## config.mk

```make
export PLATFORM = sky130hd
export DESIGN_NAME = morse_key_ctrl
export DESIGN_NICKNAME = d
export VERILOG_FILES = /design/src/rtl/morse_key_ctrl.sv
export SDC_FILE = /design/constraint.sdc
export NUM_CORES = 1
export LEC_CHECK = 0
export BUFFER_PORTS_ARGS = -buffer_cell sky130_fd_sc_hd__buf_2
export CAP_MARGIN = 25
export CORE_AREA = 2 2 62 64
export CTS_BUF_LIST = sky130_fd_sc_hd__clkbuf_8
export DETAILED_ROUTE_END_ITERATION = 12
export DIE_AREA = 0 0 64 66
export HOLD_SLACK_MARGIN = 0.08
export PLACE_DENSITY = 0.65
export SLEW_MARGIN = 20
export SYNTH_ARGS = -nofsm -noshare
export SYNTH_HDL_FRONTEND = slang
export SYNTH_SLANG_ARGS = --single-unit
```

## constraint.sdc

```tcl
create_clock -name clk_i -period 3.7 [get_ports clk_i]
set_clock_uncertainty 0.1 [all_clocks]
set_input_delay 0.185 -clock clk_i [delete_from_list [all_inputs] [get_ports clk_i]]
set_output_delay 0.185 -clock clk_i [all_outputs]
set_load 0.02 [all_outputs]
```

## src/rtl/morse_key_ctrl.sv

```systemverilog
// Morse key decoder: times key presses/releases in tick units, assembles up to
// four elements and hands out a letter index with a valid/ready handshake.
module morse_key_ctrl #(
    parameter int unsigned DASH_MIN   = 2,
    parameter int unsigned LETTER_GAP = 3
) (
    input  logic       clk_i,
    input  logic       rst_i,
    input  logic       key_i,
    input  logic       tick_i,
    input  logic       letter_ready_i,
    output logic [4:0] letter_o,
    output logic       letter_valid_o,
    output logic       error_o,
    output logic       overrun_o,
    output logic       busy_o
);

    localparam int unsigned CNT_W = 4;
    localparam int unsigned BUF_W = 4;
    localparam int unsigned ELC_W = 3;
    localparam int unsigned LET_W = 5;

    localparam logic [CNT_W-1:0] CNT_MAX    = CNT_W'(15);
    localparam logic [CNT_W-1:0] DASH_MIN_C = CNT_W'(DASH_MIN);
    localparam logic [CNT_W-1:0] GAP_C      = CNT_W'(LETTER_GAP);
    localparam logic [ELC_W-1:0] ELC_FULL   = ELC_W'(4);

    typedef enum logic [1:0] {
        IDLE  = 2'd0,
        MARK  = 2'd1,
        SPACE = 2'd2
    } state_e;

    state_e             state_q, state_d;
    logic               key_meta_q, key_s_q;
    logic [CNT_W-1:0]   cnt_q, cnt_d;
    logic [BUF_W-1:0]   buf_q, buf_d;
    logic [ELC_W-1:0]   elc_q, elc_d;
    logic               inv_q, inv_d;
    logic [LET_W-1:0]   letter_q, letter_d;
    logic               valid_q, valid_d;
    logic               err_q, err_d;
    logic               ovr_q, ovr_d;
    logic               busy_q, busy_d;
    logic [LET_W:0]     dec_c;

    // Pattern lookup: buffer holds elements oldest-first in the low elc bits,
    // 1 = dash. Result bit LET_W flags a legal code.
    function automatic logic [LET_W:0] decode(input logic [ELC_W-1:0] n,
                                              input logic [BUF_W-1:0] p);
        logic [LET_W:0] r;
        r = '0;
        case ({n, p})
            7'b001_0000: r = {1'b1, 5'd4};   // E
            7'b001_0001: r = {1'b1, 5'd19};  // T
            7'b010_0001: r = {1'b1, 5'd0};   // A
            7'b010_0000: r = {1'b1, 5'd8};   // I
            7'b010_0011: r = {1'b1, 5'd12};  // M
            7'b010_0010: r = {1'b1, 5'd13};  // N
            7'b011_0100: r = {1'b1, 5'd3};   // D
            7'b011_0110: r = {1'b1, 5'd6};   // G
            7'b011_0101: r = {1'b1, 5'd10};  // K
            7'b011_0111: r = {1'b1, 5'd14};  // O
            7'b011_0010: r = {1'b1, 5'd17};  // R
            7'b011_0000: r = {1'b1, 5'd18};  // S
            7'b011_0001: r = {1'b1, 5'd20};  // U
            7'b011_0011: r = {1'b1, 5'd22};  // W
            7'b100_1000: r = {1'b1, 5'd1};   // B
            7'b100_1010: r = {1'b1, 5'd2};   // C
            7'b100_0010: r = {1'b1, 5'd5};   // F
            7'b100_0000: r = {1'b1, 5'd7};   // H
            7'b100_0111: r = {1'b1, 5'd9};   // J
            7'b100_0100: r = {1'b1, 5'd11};  // L
            7'b100_0110: r = {1'b1, 5'd15};  // P
            7'b100_1101: r = {1'b1, 5'd16};  // Q
            7'b100_0001: r = {1'b1, 5'd21};  // V
            7'b100_1001: r = {1'b1, 5'd23};  // X
            7'b100_1011: r = {1'b1, 5'd24};  // Y
            7'b100_1100: r = {1'b1, 5'd25};  // Z
            default:     r = '0;
        endcase
        return r;
    endfunction

    always_comb begin
        state_d  = state_q;
        cnt_d    = cnt_q;
        buf_d    = buf_q;
        elc_d    = elc_q;
        inv_d    = inv_q;
        letter_d = letter_q;
        valid_d  = valid_q;
        err_d    = 1'b0;
        ovr_d    = 1'b0;
        dec_c    = decode(elc_q, buf_q);

        if (valid_q && letter_ready_i) begin
            valid_d = 1'b0;
        end

        case (state_q)
            IDLE: begin
                if (key_s_q) begin
                    state_d = MARK;
                    cnt_d   = '0;
                    buf_d   = '0;
                    elc_d   = '0;
                    inv_d   = 1'b0;
                end
            end
            MARK: begin
                // Release classifies the element; a tick on this cycle is ignored.
                if (!key_s_q) begin
                    state_d = SPACE;
                    cnt_d   = '0;
                    if (elc_q == ELC_FULL) begin
                        inv_d = 1'b1;
                    end else begin
                        buf_d = {buf_q[BUF_W-2:0], (cnt_q >= DASH_MIN_C)};
                        elc_d = elc_q + ELC_W'(1);
                    end
                end else if (tick_i && (cnt_q != CNT_MAX)) begin
                    cnt_d = cnt_q + CNT_W'(1);
                end
            end
            SPACE: begin
                // Letter end wins over a simultaneous press.
                if (cnt_q >= GAP_C) begin
                    state_d = IDLE;
                    cnt_d   = '0;
                    if (inv_q || !dec_c[LET_W]) begin
                        err_d = 1'b1;
                    end else if (valid_q) begin
                        ovr_d = 1'b1;
                    end else begin
                        letter_d = dec_c[LET_W-1:0];
                        valid_d  = 1'b1;
                    end
                end else if (key_s_q) begin
                    state_d = MARK;
                    cnt_d   = '0;
                end else if (tick_i && (cnt_q != CNT_MAX)) begin
                    cnt_d = cnt_q + CNT_W'(1);
                end
            end
            default: begin
                state_d = IDLE;
                cnt_d   = '0;
            end
        endcase

        busy_d = (state_d != IDLE);
    end

    always_ff @(posedge clk_i or posedge rst_i) begin
        if (rst_i) begin
            state_q    <= IDLE;
            key_meta_q <= 1'b0;
            key_s_q    <= 1'b0;
            cnt_q      <= '0;
            buf_q      <= '0;
            elc_q      <= '0;
            inv_q      <= 1'b0;
            letter_q   <= '0;
            valid_q    <= 1'b0;
            err_q      <= 1'b0;
            ovr_q      <= 1'b0;
            busy_q     <= 1'b0;
        end else begin
            state_q    <= state_d;
            key_meta_q <= key_i;
            key_s_q    <= key_meta_q;
            cnt_q      <= cnt_d;
            buf_q      <= buf_d;
            elc_q      <= elc_d;
            inv_q      <= inv_d;
            letter_q   <= letter_d;
            valid_q    <= valid_d;
            err_q      <= err_d;
            ovr_q      <= ovr_d;
            busy_q     <= busy_d;
        end
    end

    assign letter_o       = letter_q;
    assign letter_valid_o = valid_q;
    assign error_o        = err_q;
    assign overrun_o      = ovr_q;
    assign busy_o         = busy_q;

endmodule

```

# --- Word level (Yosys, flattened, before mapping) ---
# Memories as Yosys holds them, arrays and structs flattened.
# Cells that the tools add are included.
classes:
  n_addsub: 2
  n_lt_le_gt_ge: 2
  n_eq_ne: 8
  muxes: 33
  bitwise_logic: 2
  reduce_logical: 10
ops:
  columns: ["op", "n"]
  rows:
  - ["4-bit 2-to-1 mux", 7]
  - ["1-bit 2-to-1 mux", 15]
  - ["4-bit case mux with 3 select lines", 1]
  - ["4-bit AND reduction", 3]
  - ["3-bit 2-to-1 mux", 3]
  - ["4-bit by 2-bit greater-or-equal comparator with 1-bit output (second input constant)", 2]
  - ["2-bit != test (second input constant)", 4]
  - ["4-bit case mux with 2 select lines", 1]
  - ["2-bit 2-to-1 mux", 3]
  - ["2-bit case mux with 3 select lines", 1]
  - ["3-bit case mux with 2 select lines", 1]
  - ["4-bit by 1-bit adder with 4-bit output (second input constant)", 1]
  - ["4-bit != test (second input constant)", 1]
  - ["2-bit nonzero test", 2]
  - ["3-bit by 1-bit adder with 3-bit output (second input constant)", 1]
  - ["3-bit == test (second input constant)", 1]
  - ["2-bit by 1-bit == test with 1-bit output (second input constant)", 1]
  - ["2-bit == test (second input constant)", 1]
  - ["1-bit logical AND", 2]
  - ["2-bit zero test", 1]
  - ["1-bit inverter", 2]
  - ["1-bit case mux with 2 select lines", 1]
  - ["1-bit zero test", 1]
  - ["1-bit logical OR", 1]
word_totals:
  reg_bits: 25
  romBits: 768
  inputBits: 5
  out_inout_bits: 9
  n_memories: 1
mem_list:
  columns: ["name", "words", "word_bits", "rd", "rd_clocked_by_memory_dff", "wr", "line_no", "source"]
  rows:
  - ["(name not given)", 128, 6, 1, 0, 0, "54", "case ({n, p})"]

# --- Logic depth before layout (Yosys ltp) ---
# Gate-level depths: netlist of the first run.
depth:
  word_depth: 6
  ltp_mapped: 8
  mapped_depth_nobuf: 7

# --- Worst setup path before layout of the first run ---
# No wires, ideal clock.
synth_path:
  path_type: "reg2reg"
  start: "register buf_q[1]"
  end: "register letter_q[0] (netlist: letter_o[0])"
  setup_time_ns: 0.125
  arrival_ns: 1.684
  required_ns: 3.475
  path_slack_ns: 1.791
  stages_incl_launch_ff: 8
  period_less_slack_ns: 1.909
  cell_sequence: "dfrtp_1 -> inv_1 -> ha_1 -> mux2i_1 -> o211ai_2 -> a21oi_4 -> nand2_4 -> mux2_4"
synth_via:
  elab_chain_cells: 5
synth_rtl:
  columns: ["element", "line_no", "source"]
  rows:
  - ["from (decl)", "38", "logic [BUF_W-1:0] buf_q, buf_d;"]
  - ["from (signal assigned)", "175", "buf_q <= buf_d;"]
  - ["memory 128 x 6 bit (*)", null, null]
  - ["1-bit zero test", "132", "if (inv_q || !dec_c[LET_W]) begin"]
  - ["1-bit logical OR", "132", null]
  - ["1-bit inverter (no source line)", null, null]
  - ["4-bit AND reduction (no source line)", null, null]
  - ["to (signal assigned)", "178", "letter_q <= letter_d;"]
  - ["to (decl)", "41", "logic [LET_W-1:0] letter_q, letter_d;"]
# Mark *: on every way between the ends. The rest lies on a longest branch, timed or not.
# A chain may end at the register's enable or synchronous reset.

# --- Final worst setup path of the first run ---
layout_path:
  start: "register state_q[1]"
  end: "register elc_q[2]"
layout_via:
  elab_chain_cells: 3
  word_cells_on_any_way: 8
  cone_classes: "eq/ne (4); mux (1); reduce/logical (3)"
layout_rtl:
  columns: ["element", "line_no", "source"]
  rows:
  - ["from (decl)", "35", "state_e state_q, state_d;"]
  - ["from (signal assigned)", "171", "state_q <= state_d;"]
  - ["2-bit by 1-bit == test with 1-bit output / 2-bit zero test (equally long branches)", "102", "case (state_q)"]
  - ["2-bit != test (no source line) / 2-bit nonzero test (equally long branches)", null, null]
  - ["4-bit AND reduction (no source line)", null, null]
  - ["to (signal assigned)", "176", "elc_q <= elc_d;"]
  - ["to (decl)", "39", "logic [ELC_W-1:0] elc_q, elc_d;"]
# Parallel ways exist; a longest one is shown, timed or not.

==> impl_results.md, run 1 <==
* Met1 wire length at approximately 1500 um
* Mapped Nets at about 200
* Final wirelength at about 3300 um
* Slew Limit Headroom at 0.444
* EDFF count, synth at 0
* Die ar. at between 0.004 and 0.005 mm^2
* Top_reg_cell synth: dfrtp_1
* Starting density of the core at 0.476
* Io pins at 14
* Arrival time at the worst endpoint at 2.50 ns
* DR iter-0 viols at between 70 and 80
* Switch Pwr at about 0.48 mW
* Yosys top cell by area: dfrtp_1
* Top layer in use: met4
* CTS Hold Bufs at 3
* Critical path's slowest cell: a22oi_1
* CP delay by family, top: compound AO/OA/AOI/OAI gates
* WP data required at around 3.8 ns
* Share of total power in combinational logic at 0.469
* Core Footprint at around 0.0036 mm^2
* Final setup TNS at 0 ns
* CTS H-tree lvls at 1
* Clock power share at 0.147
* Final min period at ~2.4 ns
* Tot GR Track Use at 0.172
* Crit path buf inv count at 1
* Final Hold Fails at 0
* Top-count cell post-synth: dfrtp_1
* PwrDens at roughly 600 mW/mm^2
* FF-to-FF setup slack at about 1.3 ns
* Final core occ at 0.511
* CP Capture Type: flip-flop
* Status: complete, no violations
* Setup crit start kind: flip-flop
* Switch share at 0.435
* Clock Sinks at 25
* DR DRC count at 0
* Clock transition at path regs at roughly 0.090 ns
* Number of core rows at 22
* Diodes inserted at 0
* First-pass detailed-route iteration total at 4
* Crit-path max FO at 13
* Largest net degree at the start of global routing at 26
* Unrepaired setup endpoints after global routing: no
* CP peak stage delay at roughly 0.69 ns
* Pleak at roughly 0.84 nW
* Detail Placement HPWL at 2350 um
* Post-CTS setup buffers at 0
* Layout area overhead at 7.33%
* Routed wire length on met3 at about 85 um
* First-pass GRT wire length at 5690 um
* Setup violators final at 0
* Reg power frac at 0.383
* Sequential area share after synthesis at 0.370
* Hold Crit Endpoint: key_s_q$_DFF_PP0_
* Commonest cells post-synth: dfrtp_1 (25), nand2_1 (20), nor2_1 (15)
* Grt total ovfl at 0
* Synth Register Bits at 25
* Vias at 1248
* Vias in the first global route at about 1200
* VDD IR max at roughly 0.00039 V
* Synth top area cells: dfrtp_1 (37%), ha_1 (10%), mux2_4 (4.4%), nand2_1 (4.4%), nor2_1 (3.3%)
* Antenna violations before repair at 0
* Hold crit path type: reg2reg
* Synth top area share at 0.370
* I/O Buffers at 13
* Maxcap violations at 0
* CP cell instances: inv_1 > ha_1 > nor3b_1 > a22oi_1 > nand2b_1 > mux2i_1 > a22o_2
* Final ANT Viol Nets at 0
* Hold path start: key_meta_q$_DFF_PP0_
* Mapped cell area at 0.00169 mm^2
* Top achievable clock speed at slightly above 0.4 GHz
* Placer Congestion at 0.811
* Tot Pwr at ~1.1 mW
* Reg2Reg Capture Point: elc_q[2]$_DFFE_PP0P_
* Reg2Reg Depth at 7
* CTS tree: built
* Wire per inst at around 14 um
* Worst-Margin Slew at about 0.83 ns
* Die X at between 60 and 70 um
* Vias per cell at 5.31
* Int Pwr at just over 0.6 mW
* Ys Warns at 0
* Netlist cell types at 46
* CP Class: reg2reg
* Max clock buf depth at 2
* Clk_lat worst skew at between 0.2 and 0.3 ns
* Met2 WL at between 1500 and 2000 um
* Slew Viols, Final at 0
* CTS Buf Count at 3
* Post-cts resize count at 0
* Ys async rst share at 1.00
* Ratio of cells with drive above 1 in the final layout at 0.171
* FF-to-FF Start: state_q[1]$_DFF_PP0_
* Hold path depth at 0
* Synthesized area per cell at 9.55 um^2
* Cells after synthesis at 177
* Clk root buf: clkbuf_8
* Die Y at 66 um
* Final period utilization at 0.658
* Setup crit start: state_q[1]$_DFF_PP0_
* Nets at between 200 and 250
worst register-to-register path, cell delays in order (launching register included):
cell and delay, ns:
dfrtp_1 0.43, inv_1 0.11, ha_1 0.32, nor3b_1 0.21, a22oi_1 0.69, nand2b_1 0.19, mux2i_1 0.06, a22o_2 0.21
final cells by class:
cell class / count / area, um^2
Inverter: 12 / 45.0
Clock buffer: 3 / 41.3
Fill cell: 328 / 1740
Sequential cell: 25 / 626
Multi-Input combinational cell: 129 / 931
Tap cell: 48 / 60.1
Timing Repair Buffer: 17 / 106
Clock inverter: 1 / 5.00
layer usage:
layer	vias up	GRT usage
li1	633	-
met1	595	0.223
met2	18	0.286
met3	2	0.0307
met4	0	0.0625
met5	-	0
cells by family after synthesis:
group	count (synthesis)	synth area share
adder cells (fa/ha/maj)	14	0.104
buffers and inverters	23	0.0792
AND/OR/NAND/NOR	61	0.188
flip-flops	25	0.370
XOR/XNOR	3	0.0155
multiplexers	8	0.0622
AO/OA/AOI/OAI	43	0.181
state kept, by name, indices dropped and copies added (netlist names), 2 cells and up:
register  cells
letter_o      5
elc_q         3
buf_q         4
state_q       2
cnt_q         4
layout by cell type, fill, tap and decap left out, drive strengths merged, types with 3 or more instances in the layout:
master,instances
nand2,21
a22oi,3
nor3b,4
nand3,4
buf,14
o21ai,10
ha,14
inv,12
o22ai,4
nor2,16
dfrtp,25
nor3,4
a21oi,7
nor2b,4
mux2i,3
mux2,5
nand2b,3
dlygate4sd3,3
clkbuf,3
per-stage QoR:
| step | setup WS [ns] | hold slack [ns] | std cells | area [um^2] |
|---|---|---|---|---|
| CTS | 1.28 | 0.255 | 234 | 1800 |
| global route | 1.09 | 0.277 | 235 | 1810 |
| finish | 1.27 | 0.260 | 235 | 1810 |
| floorplan | 1.79 | 0.112 | 177 | 1690 |
| global placement | 1.44 | 0.195 | 227 | 1730 |
| detailed placement | 1.29 | 0.198 | 227 | 1730 |
worst max path at each step:
stage,to,cells past startpoint,slack (ns)
floorplan,letter_o[0]$_DFFE_PP0P_,7,1.79
global placement,elc_q[2]$_DFFE_PP0P_,7,1.44
detailed placement,elc_q[2]$_DFFE_PP0P_,7,1.29
CTS,elc_q[2]$_DFFE_PP0P_,7,1.28
global route,elc_q[2]$_DFFE_PP0P_,7,1.09
finish,elc_q[2]$_DFFE_PP0P_,7,1.27
power by group through the flow:
stage               Sequential, mW  Clock [mW]  Combinational, mW
finish                       0.420       0.161              0.514
global route                 0.432       0.179              0.583
CTS                          0.420       0.169              0.511
detailed placement           0.425           0              0.507
global placement             0.419           0              0.488
floorplan                    0.387           0              0.453
No activity file was read; power rests on OpenSTA's default activity.
==> run 2: changes to the inputs <==
--- a/config.mk
+++ b/config.mk
@@ -5,14 +5,15 @@
 export SDC_FILE = /design/constraint.sdc
 export NUM_CORES = 1
 export LEC_CHECK = 0
+export ABC_AREA = 1
 export BUFFER_PORTS_ARGS = -buffer_cell sky130_fd_sc_hd__buf_2
 export CAP_MARGIN = 25
-export CORE_AREA = 2 2 62 64
+export CORE_AREA = 2 2 61 63
 export CTS_BUF_LIST = sky130_fd_sc_hd__clkbuf_8
 export DETAILED_ROUTE_END_ITERATION = 12
-export DIE_AREA = 0 0 64 66
+export DIE_AREA = 0 0 63 65
 export HOLD_SLACK_MARGIN = 0.08
-export PLACE_DENSITY = 0.65
+export PLACE_DENSITY = 0.69
 export SLEW_MARGIN = 20
 export SYNTH_ARGS = -nofsm -noshare
 export SYNTH_HDL_FRONTEND = slang
==> constraint.sdc (replaced) <==
create_clock -name clk_i -period 1.96 [get_ports clk_i]
set_clock_uncertainty 0.1 [all_clocks]
set_input_delay 0.098 -clock clk_i [delete_from_list [all_inputs] [get_ports clk_i]]
set_output_delay 0.098 -clock clk_i [all_outputs]
set_load 0.02 [all_outputs]
==> impl_results.md, run 2 <==
* Top_reg_cell synth: dfrtp_1 (unchanged)
* Antenna violations before repair at 0 (unchanged)
* Nets at 259 (was 207)
* Arrival time at the worst endpoint at 1.79 ns (was 2.50 ns)
* Setup violators final at 0 (unchanged)
* Wire per inst at 11.6 um (was 13.8 um)
* Maxcap violations at 0 (unchanged)
* Reg2Reg Depth at 9 (was 7)
* Slew Limit Headroom at 0.641 (was 0.444)
* Placed cells at 280 (was 227)
* Final period utilization at 0.886 (was 0.658)
* Io pins at 14 (unchanged)
* Die ar. at 0.00410 mm^2 (was 0.00422 mm^2)
* Setup crit start: buf_q[1]$_DFFE_PP0P_ (was state_q[1]$_DFF_PP0_)
* Post-CTS setup buffers at 0 (unchanged)
* VDD IR max at 0.000757 V (was 0.000387 V)
* Simple-gate area share of the yosys netlist at 0.332 (was 0.188)
* CTS Buf Count at 3 (unchanged)
* PwrDens at 1250 mW/mm^2 (was 604 mW/mm^2)
* Switch Pwr at 1.12 mW (was 0.476 mW)
* Clock transition at path regs at 0.09 ns (about the same)
* Unrepaired setup endpoints after global routing: no (unchanged)
* Yosys top cell by area: dfrtp_1 (unchanged)
* Reg power frac at 0.317 (was 0.383)
* Area of the multi-input gates at 912 um^2 (was 931 um^2)
* Vias at 1436 (was 1248)
* Setup ws final at 0.224 ns (was 1.27 ns)
* Ys Warns at 0 (unchanged)
* Adder-cell share of the synthesized area at 0.105 (was 0.104)
* Status: complete, no violations (unchanged)
* Final core occ at 0.539 (was 0.511)
* FF-to-FF Start: buf_q[1]$_DFFE_PP0P_ (was state_q[1]$_DFF_PP0_)
* Reg2Reg Capture Point: letter_valid_o$_DFF_PP0_ (was elc_q[2]$_DFFE_PP0P_)
* Core Footprint at 0.00350 mm^2 (was 0.00355 mm^2)
* Final setup TNS at 0 ns (unchanged)
* WP data required at 2.01 ns (was 3.76 ns)
* Share of total power in combinational logic at 0.545 (was 0.469)
* First-pass detailed-route iteration total at 4 (unchanged)
* DP Area at 0.00180 mm^2 (was 0.00173 mm^2)
* Synth Register Bits at 25 (unchanged)
* Number of core rows at 22 (unchanged)
* Final ANT Viol Nets at 0 (unchanged)
* Synth top area share at 0.373 (was 0.370)
* Vias in the first global route at 1437 (was 1201)
* Slew Viols, Final at 0 (unchanged)
* Final instance area at 0.00188 mm^2 (was 0.00181 mm^2)
* Most frequent cells in the layout: nand2_1 (63), dfrtp_1 (24), inv_1 (20) (was dfrtp_1 (25), nand2_1 (20), nor2_1 (15))
* CTS H-tree lvls at 1 (unchanged)
* CP Capture Type: flip-flop (unchanged)
* Most common cell after layout, fill and taps aside: nand2_1 (was dfrtp_1)
* FF-to-FF setup slack at 0.22 ns (was 1.27 ns)
* Cells after synthesis at 218 (was 177)
* Crit path to: letter_valid_o$_DFF_PP0_ (was elc_q[2]$_DFFE_PP0P_)
* Commonest cells post-synth: nand2_1 (63), dfrtp_1 (25), inv_1 (20) (was dfrtp_1 (25), nand2_1 (20), nor2_1 (15))
* Ys async rst share at 1.00 (unchanged)
* CP Class: reg2reg (unchanged)
* Grt total ovfl at 0 (unchanged)
* Synth top area cells: dfrtp_1 (37%), nand2_1 (14%), ha_1 (10%), nand3_1 (5.4%), inv_1 (4.5%) (was dfrtp_1 (37%), ha_1 (10%), mux2_4 (4.4%), nand2_1 (4.4%), nor2_1 (3.3%))
* Final min period at 1.74 ns (was 2.43 ns)
* Dpl ws at 0.192 ns (was 1.29 ns)
* Die Y at 65 um (was 66 um)
* Mapped Nets at 237 (was 196)
* Reg area at 627 um^2 (was 626 um^2)
* Netlist cell types at 28 (was 46)
* Clk root buf: clkbuf_8 (unchanged)
* Largest register FFs at 5 (unchanged)
* Max clock buf depth at 2 (unchanged)
* Top-count cell post-synth: nand2_1 (was dfrtp_1)
* Tot Pwr at 2.35 mW (was 1.10 mW)
* EDFF count, synth at 0 (unchanged)
* Mapped cell area at 0.00168 mm^2 (was 0.00169 mm^2)
* DR iter-0 viols at 89 (was 71)
* I/O Buffers at 13 (unchanged)
* Synthesized area per cell at 7.69 um^2 (was 9.55 um^2)
* Die X at 63 um (was 64 um)
* Int Pwr at 1.22 mW (was 0.619 mW)
* Complex-gate fraction of the synthesized area at 0.0919 (was 0.181)
* Layout area overhead at 12.5% (was 7.33%)
* Starting density of the core at 0.479 (was 0.476)
* Multiplexer share of the synthesized area at 0 (was 0.0622)
* Hold path depth at 5 (was 0)
* Hold crit path type: in2reg (was reg2reg)
* First-pass GRT wire length at 6090 um (was 5690 um)
* Vias per cell at 5.00 (was 5.31)
* CTS tree: built (unchanged)
* Crit-path max FO at 8 (was 13)
* Final wirelength at 3340 um (was 3250 um)
* Clock power share at 0.139 (was 0.147)
* Hold WS at 0.174 ns (was 0.260 ns)
* Ratio of cells with drive above 1 in the final layout at 0.172 (was 0.171)
* Placer Congestion at 0.932 (was 0.811)
* Tot GR Track Use at 0.181 (was 0.172)
* DR DRC count at 0 (unchanged)
* Detail Placement HPWL at 2520 um (was 2350 um)
* Non-filler cells, final at 287 (was 235)
* Diodes inserted at 0 (unchanged)
* Top achievable clock speed at 0.576 GHz (was 0.411 GHz)
* Xor/xnor share of the synthesized area at 0.0157 (was 0.0155)
* Main combinational cell family by area after synthesis: simple AND/OR/NAND/NOR gates (unchanged)
* Clock Sinks at 25 (unchanged)
* Largest net degree at the start of global routing at 26 (unchanged)
* Fill count at 333 (was 328)
* Switch share at 0.479 (was 0.435)
* Clk_lat worst skew at 0.27 ns (about the same)
* Final Hold Fails at 0 (unchanged)
* Sequential area share after synthesis at 0.373 (was 0.370)
* Worst-Margin Slew at 0.538 ns (was 0.834 ns)
* Pleak at 0.988 nW (was 0.839 nW)
* Setup crit start kind: flip-flop (unchanged)
run 2: cell types whose count changed in the layout (fill, tap and decap cells not counted), moves of 5 or more:
cell / delta
nand2_1: +43
nand3_1: +14
inv_1: +8
buf_4: +5
mux2_4: -5
run 2: what timing repair did:
item	CTS	global route
endpoints found under the setup margin	0	7
resized for setup	0	1
hold buffers	3	0
endpoints found under the hold margin	27	0
run 2: power groups by stage:
stage / combinational [mW] / sequential (mW) / clock [mW]
after CTS: 1.27 / 0.739 / 0.340
after detailed placement: 1.26 / 0.750 / 0
final: 1.28 / 0.743 / 0.326
after global placement: 1.25 / 0.747 / 0
after floorplan: 0.957 / 0.753 / 0
after global routing: 1.48 / 0.765 / 0.354
run 2: final cells by class:
type	count	share of cell area
multi-input cells	163	0.484
repair buffers	21	0.0704
inverters	26	0.0544
clock buffers	3	0.0219
well taps	48	0.0319
clock inverters	1	0.00465
flip-flops and latches	25	0.333
run 2: routing by layer:
metal	wire length [um]	vias up	global-route usage
li1	-	740	-
met1	1620	674	0.230
met2	1620	20	0.331
met3	76	2	0.0260
met4	19	0	0.0306
met5	0	-	0
run 2: how the worst min path moves through the flow:
stage                     startpoint                  endpoint  slack (ns)
after floorplan                rst_i      buf_q[0]$_DFFE_PP0P_        0.03
after global placement         rst_i  letter_valid_o$_DFF_PP0_        0.06
after detailed placement       rst_i       overrun_o$_DFF_PP0_        0.06
after CTS                     tick_i      cnt_q[0]$_DFFE_PP0P_        0.17
after global routing          tick_i      cnt_q[0]$_DFFE_PP0P_        0.21
final                         tick_i      cnt_q[0]$_DFFE_PP0P_        0.17
run 2: worst max-delay path, stage by stage (launching register included):
cell	delay, ns
dfrtp_2	0.47
inv_1	0.22
ha_1	0.20
inv_1	0.06
nand2_2	0.07
nand3_2	0.08
nand2_1	0.09
nand2_2	0.07
nand4_2	0.15
o21ai_0	0.11
run 2: kinds of logic after synthesis:
logic type	count (synthesis)
buffers and inverters	30
flip-flops	25
adder cells (fa/ha/maj)	14
AO/OA/AOI/OAI	29
XOR/XNOR	3
AND/OR/NAND/NOR	117
==> run 3: changes to the inputs <==
--- a/config.mk
+++ b/config.mk
@@ -8,12 +8,12 @@
 export ABC_AREA = 1
 export BUFFER_PORTS_ARGS = -buffer_cell sky130_fd_sc_hd__buf_2
 export CAP_MARGIN = 25
-export CORE_AREA = 2 2 61 63
+export CORE_AREA = 2 2 78 80
 export CTS_BUF_LIST = sky130_fd_sc_hd__clkbuf_8
 export DETAILED_ROUTE_END_ITERATION = 12
-export DIE_AREA = 0 0 63 65
+export DIE_AREA = 0 0 80 82
 export HOLD_SLACK_MARGIN = 0.08
-export PLACE_DENSITY = 0.69
+export PLACE_DENSITY = 0.46
 export SLEW_MARGIN = 20
 export SYNTH_ARGS = -nofsm -noshare
 export SYNTH_HDL_FRONTEND = slang
==> impl_results.md, run 3 (same netlist as run 2, synthesis figures left out) <==
* Setup crit start: buf_q[1]$_DFFE_PP0P_ (unchanged)
* Status: complete, no violations (unchanged)
* Die Y at 82 um (was 65 um)
* Post-CTS setup buffers at 0 (unchanged)
* Io pins at 14 (unchanged)
* Final ANT Viol Nets at 0 (unchanged)
* CTS tree: built (unchanged)
* FF-to-FF setup slack at 0.22 ns (about the same)
* Ratio of cells with drive above 1 in the final layout at 0.178 (was 0.172)
* Die ar. at 0.00656 mm^2 (was 0.00410 mm^2)
* Most frequent cells in the layout: nand2_1 (63), dfrtp_1 (24), inv_1 (20) (unchanged)
* Unrepaired setup endpoints after global routing: no (unchanged)
* DR DRC count at 0 (unchanged)
* Most common cell after layout, fill and taps aside: nand2_1 (unchanged)
* Reg2Reg Capture Point: letter_valid_o$_DFF_PP0_ (unchanged)
* Final period utilization at 0.890 (was 0.886)
* Arrival time at the worst endpoint at 1.80 ns (was 1.79 ns)
* Final setup TNS at 0 ns (unchanged)
* Max clock buf depth at 2 (unchanged)
* WP data required at 2.02 ns (was 2.01 ns)
* Detail Placement HPWL at 2720 um (was 2520 um)
* Clk root buf: clkbuf_8 (unchanged)
* Slew Limit Headroom at 0.652 (was 0.641)
* CP delay by family, top: simple AND/OR/NAND/NOR gates (was flip-flops)
* Wire per inst at 11.5 um (was 11.6 um)
* First-pass detailed-route iteration total at 4 (unchanged)
* I/O Buffers at 13 (unchanged)
* FF-to-FF Start: buf_q[1]$_DFFE_PP0P_ (unchanged)
* CP Depth at 9 (unchanged)
* Hold crit path type: in2reg (unchanged)
* Reg2Reg Depth at 9 (unchanged)
* Die X at 80 um (was 63 um)
* Core Footprint at 0.00575 mm^2 (was 0.00350 mm^2)
* Vias in the first global route at 1393 (was 1437)
* CTS H-tree lvls at 1 (unchanged)
* Placer Congestion at 0.807 (was 0.932)
* Final wirelength at 3640 um (was 3340 um)
* Clock Sinks at 25 (unchanged)
* CTS Buf Count at 3 (unchanged)
* Crit path buf inv count at 2 (unchanged)
* VDD IR max at 0.000501 V (was 0.000757 V)
* CP Class: reg2reg (unchanged)
* Crit-path max FO at 8 (unchanged)
* Antenna violations before repair at 0 (unchanged)
* Vias per cell at 4.47 (was 5.00)
* Dpl ws at 0.156 ns (was 0.192 ns)
* Top achievable clock speed at 0.574 GHz (was 0.576 GHz)
* Maxcap violations at 0 (unchanged)
* CP Capture Type: flip-flop (unchanged)
* Grt total ovfl at 0 (unchanged)
* Crit path to: letter_valid_o$_DFF_PP0_ (unchanged)
* Number of core rows at 28 (was 22)
* Largest register FFs at 5 (unchanged)
* Layout area overhead at 15.4% (was 12.5%)
* Largest net degree at the start of global routing at 26 (unchanged)
* Final Hold Fails at 0 (unchanged)
* Final min period at 1.74 ns (about the same)
* Setup crit start kind: flip-flop (unchanged)
* Starting density of the core at 0.292 (was 0.479)
* Vias at 1412 (was 1436)
* Tot GR Track Use at 0.119 (was 0.181)
* Clk_lat worst skew at 0.28 ns (was 0.27 ns)
* Pleak at 0.997 nW (was 0.988 nW)
* PwrDens at 1240 mW/mm^2 (was 1250 mW/mm^2)
* DR iter-0 viols at 73 (was 89)
* Nets at 261 (was 259)
* Setup violators final at 0 (unchanged)
* Diodes inserted at 0 (unchanged)
* Slew Viols, Final at 0 (unchanged)
* Critical path's slowest cell: dfrtp_2 (unchanged)
* Setup ws final at 0.216 ns (was 0.224 ns)
* Tot Pwr at 2.39 mW (was 2.35 mW)
* CP peak stage delay at 0.46 ns (was 0.47 ns)
* First-pass GRT wire length at 6160 um (was 6090 um)
* Clock transition at path regs at 0.10 ns (was 0.09 ns)
* Worst-Margin Slew at 0.522 ns (was 0.538 ns)
* CP cell instances: inv_1 > ha_1 > inv_1 > nand2_2 > nand3_2 > nand2_1 > nand2_2 > nand4_2 > o21ai_0 (unchanged)
## run 3: worst min-delay path: cells and delay by family
family / cells / cell delay, ns
buf+inv: 1 / 0.09
compound gates: 1 / 0.15
simple gates: 3 / 0.17
## run 3: how the worst min path moves through the flow
stage	start	end	slack [ns]	cells after the start
after detailed placement	rst_i	state_q[0]$_DFF_PP0_	0.08	3
after global routing	tick_i	cnt_q[0]$_DFFE_PP0P_	0.21	5
after floorplan	rst_i	buf_q[0]$_DFFE_PP0P_	0.03	1
final	tick_i	cnt_q[1]$_DFFE_PP0P_	0.16	5
after CTS	tick_i	cnt_q[1]$_DFFE_PP0P_	0.15	5
after global placement	rst_i	state_q[0]$_DFF_PP0_	0.07	3
## run 3: per-layer routing
metal,track usage,up-vias,part of all wire
li1,-,749,-
met1,0.164,642,0.49
met2,0.198,19,0.48
met3,0.0231,2,0.028
met4,0.0169,0,0.0033
met5,0,-,0
## run 3: where the power goes
part | total (mW) | internal (mW) | switching, mW
Combinational | 1.31 | 0.472 | 0.835
Clock | 0.341 | 0.149 | 0.192
Sequential | 0.742 | 0.624 | 0.118
Total | 2.39 | 1.25 | 1.15
## run 3: per-stage QoR
stage / hold slack, ns / instances / area, um^2 / util
global route: 0.208 / 316 / 1930 / 0.336
global placement: 0.0711 / 309 / 1850 / 0.322
floorplan: 0.0253 / 218 / 1680 / -
finish: 0.159 / 316 / 1930 / 0.336
CTS: 0.148 / 316 / 1930 / 0.336
detailed placement: 0.0784 / 309 / 1850 / 0.322
## run 3: cell type report
type,instances,area (um^2)
Timing Repair Buffer,23,148
Sequential cell,25,627
Clock buffer,3,41.3
Fill cell,650,3810
Inverter,26,103
Tap cell,75,93.8
Multi-Input combinational cell,163,912
Clock inverter,1,8.76
## run 3: timing repair
item,4_1_cts,5_1_grt
hold buffers,3,0
endpoints found under the setup margin,0,1
resized for setup,0,1
endpoints found under the hold margin,27,0
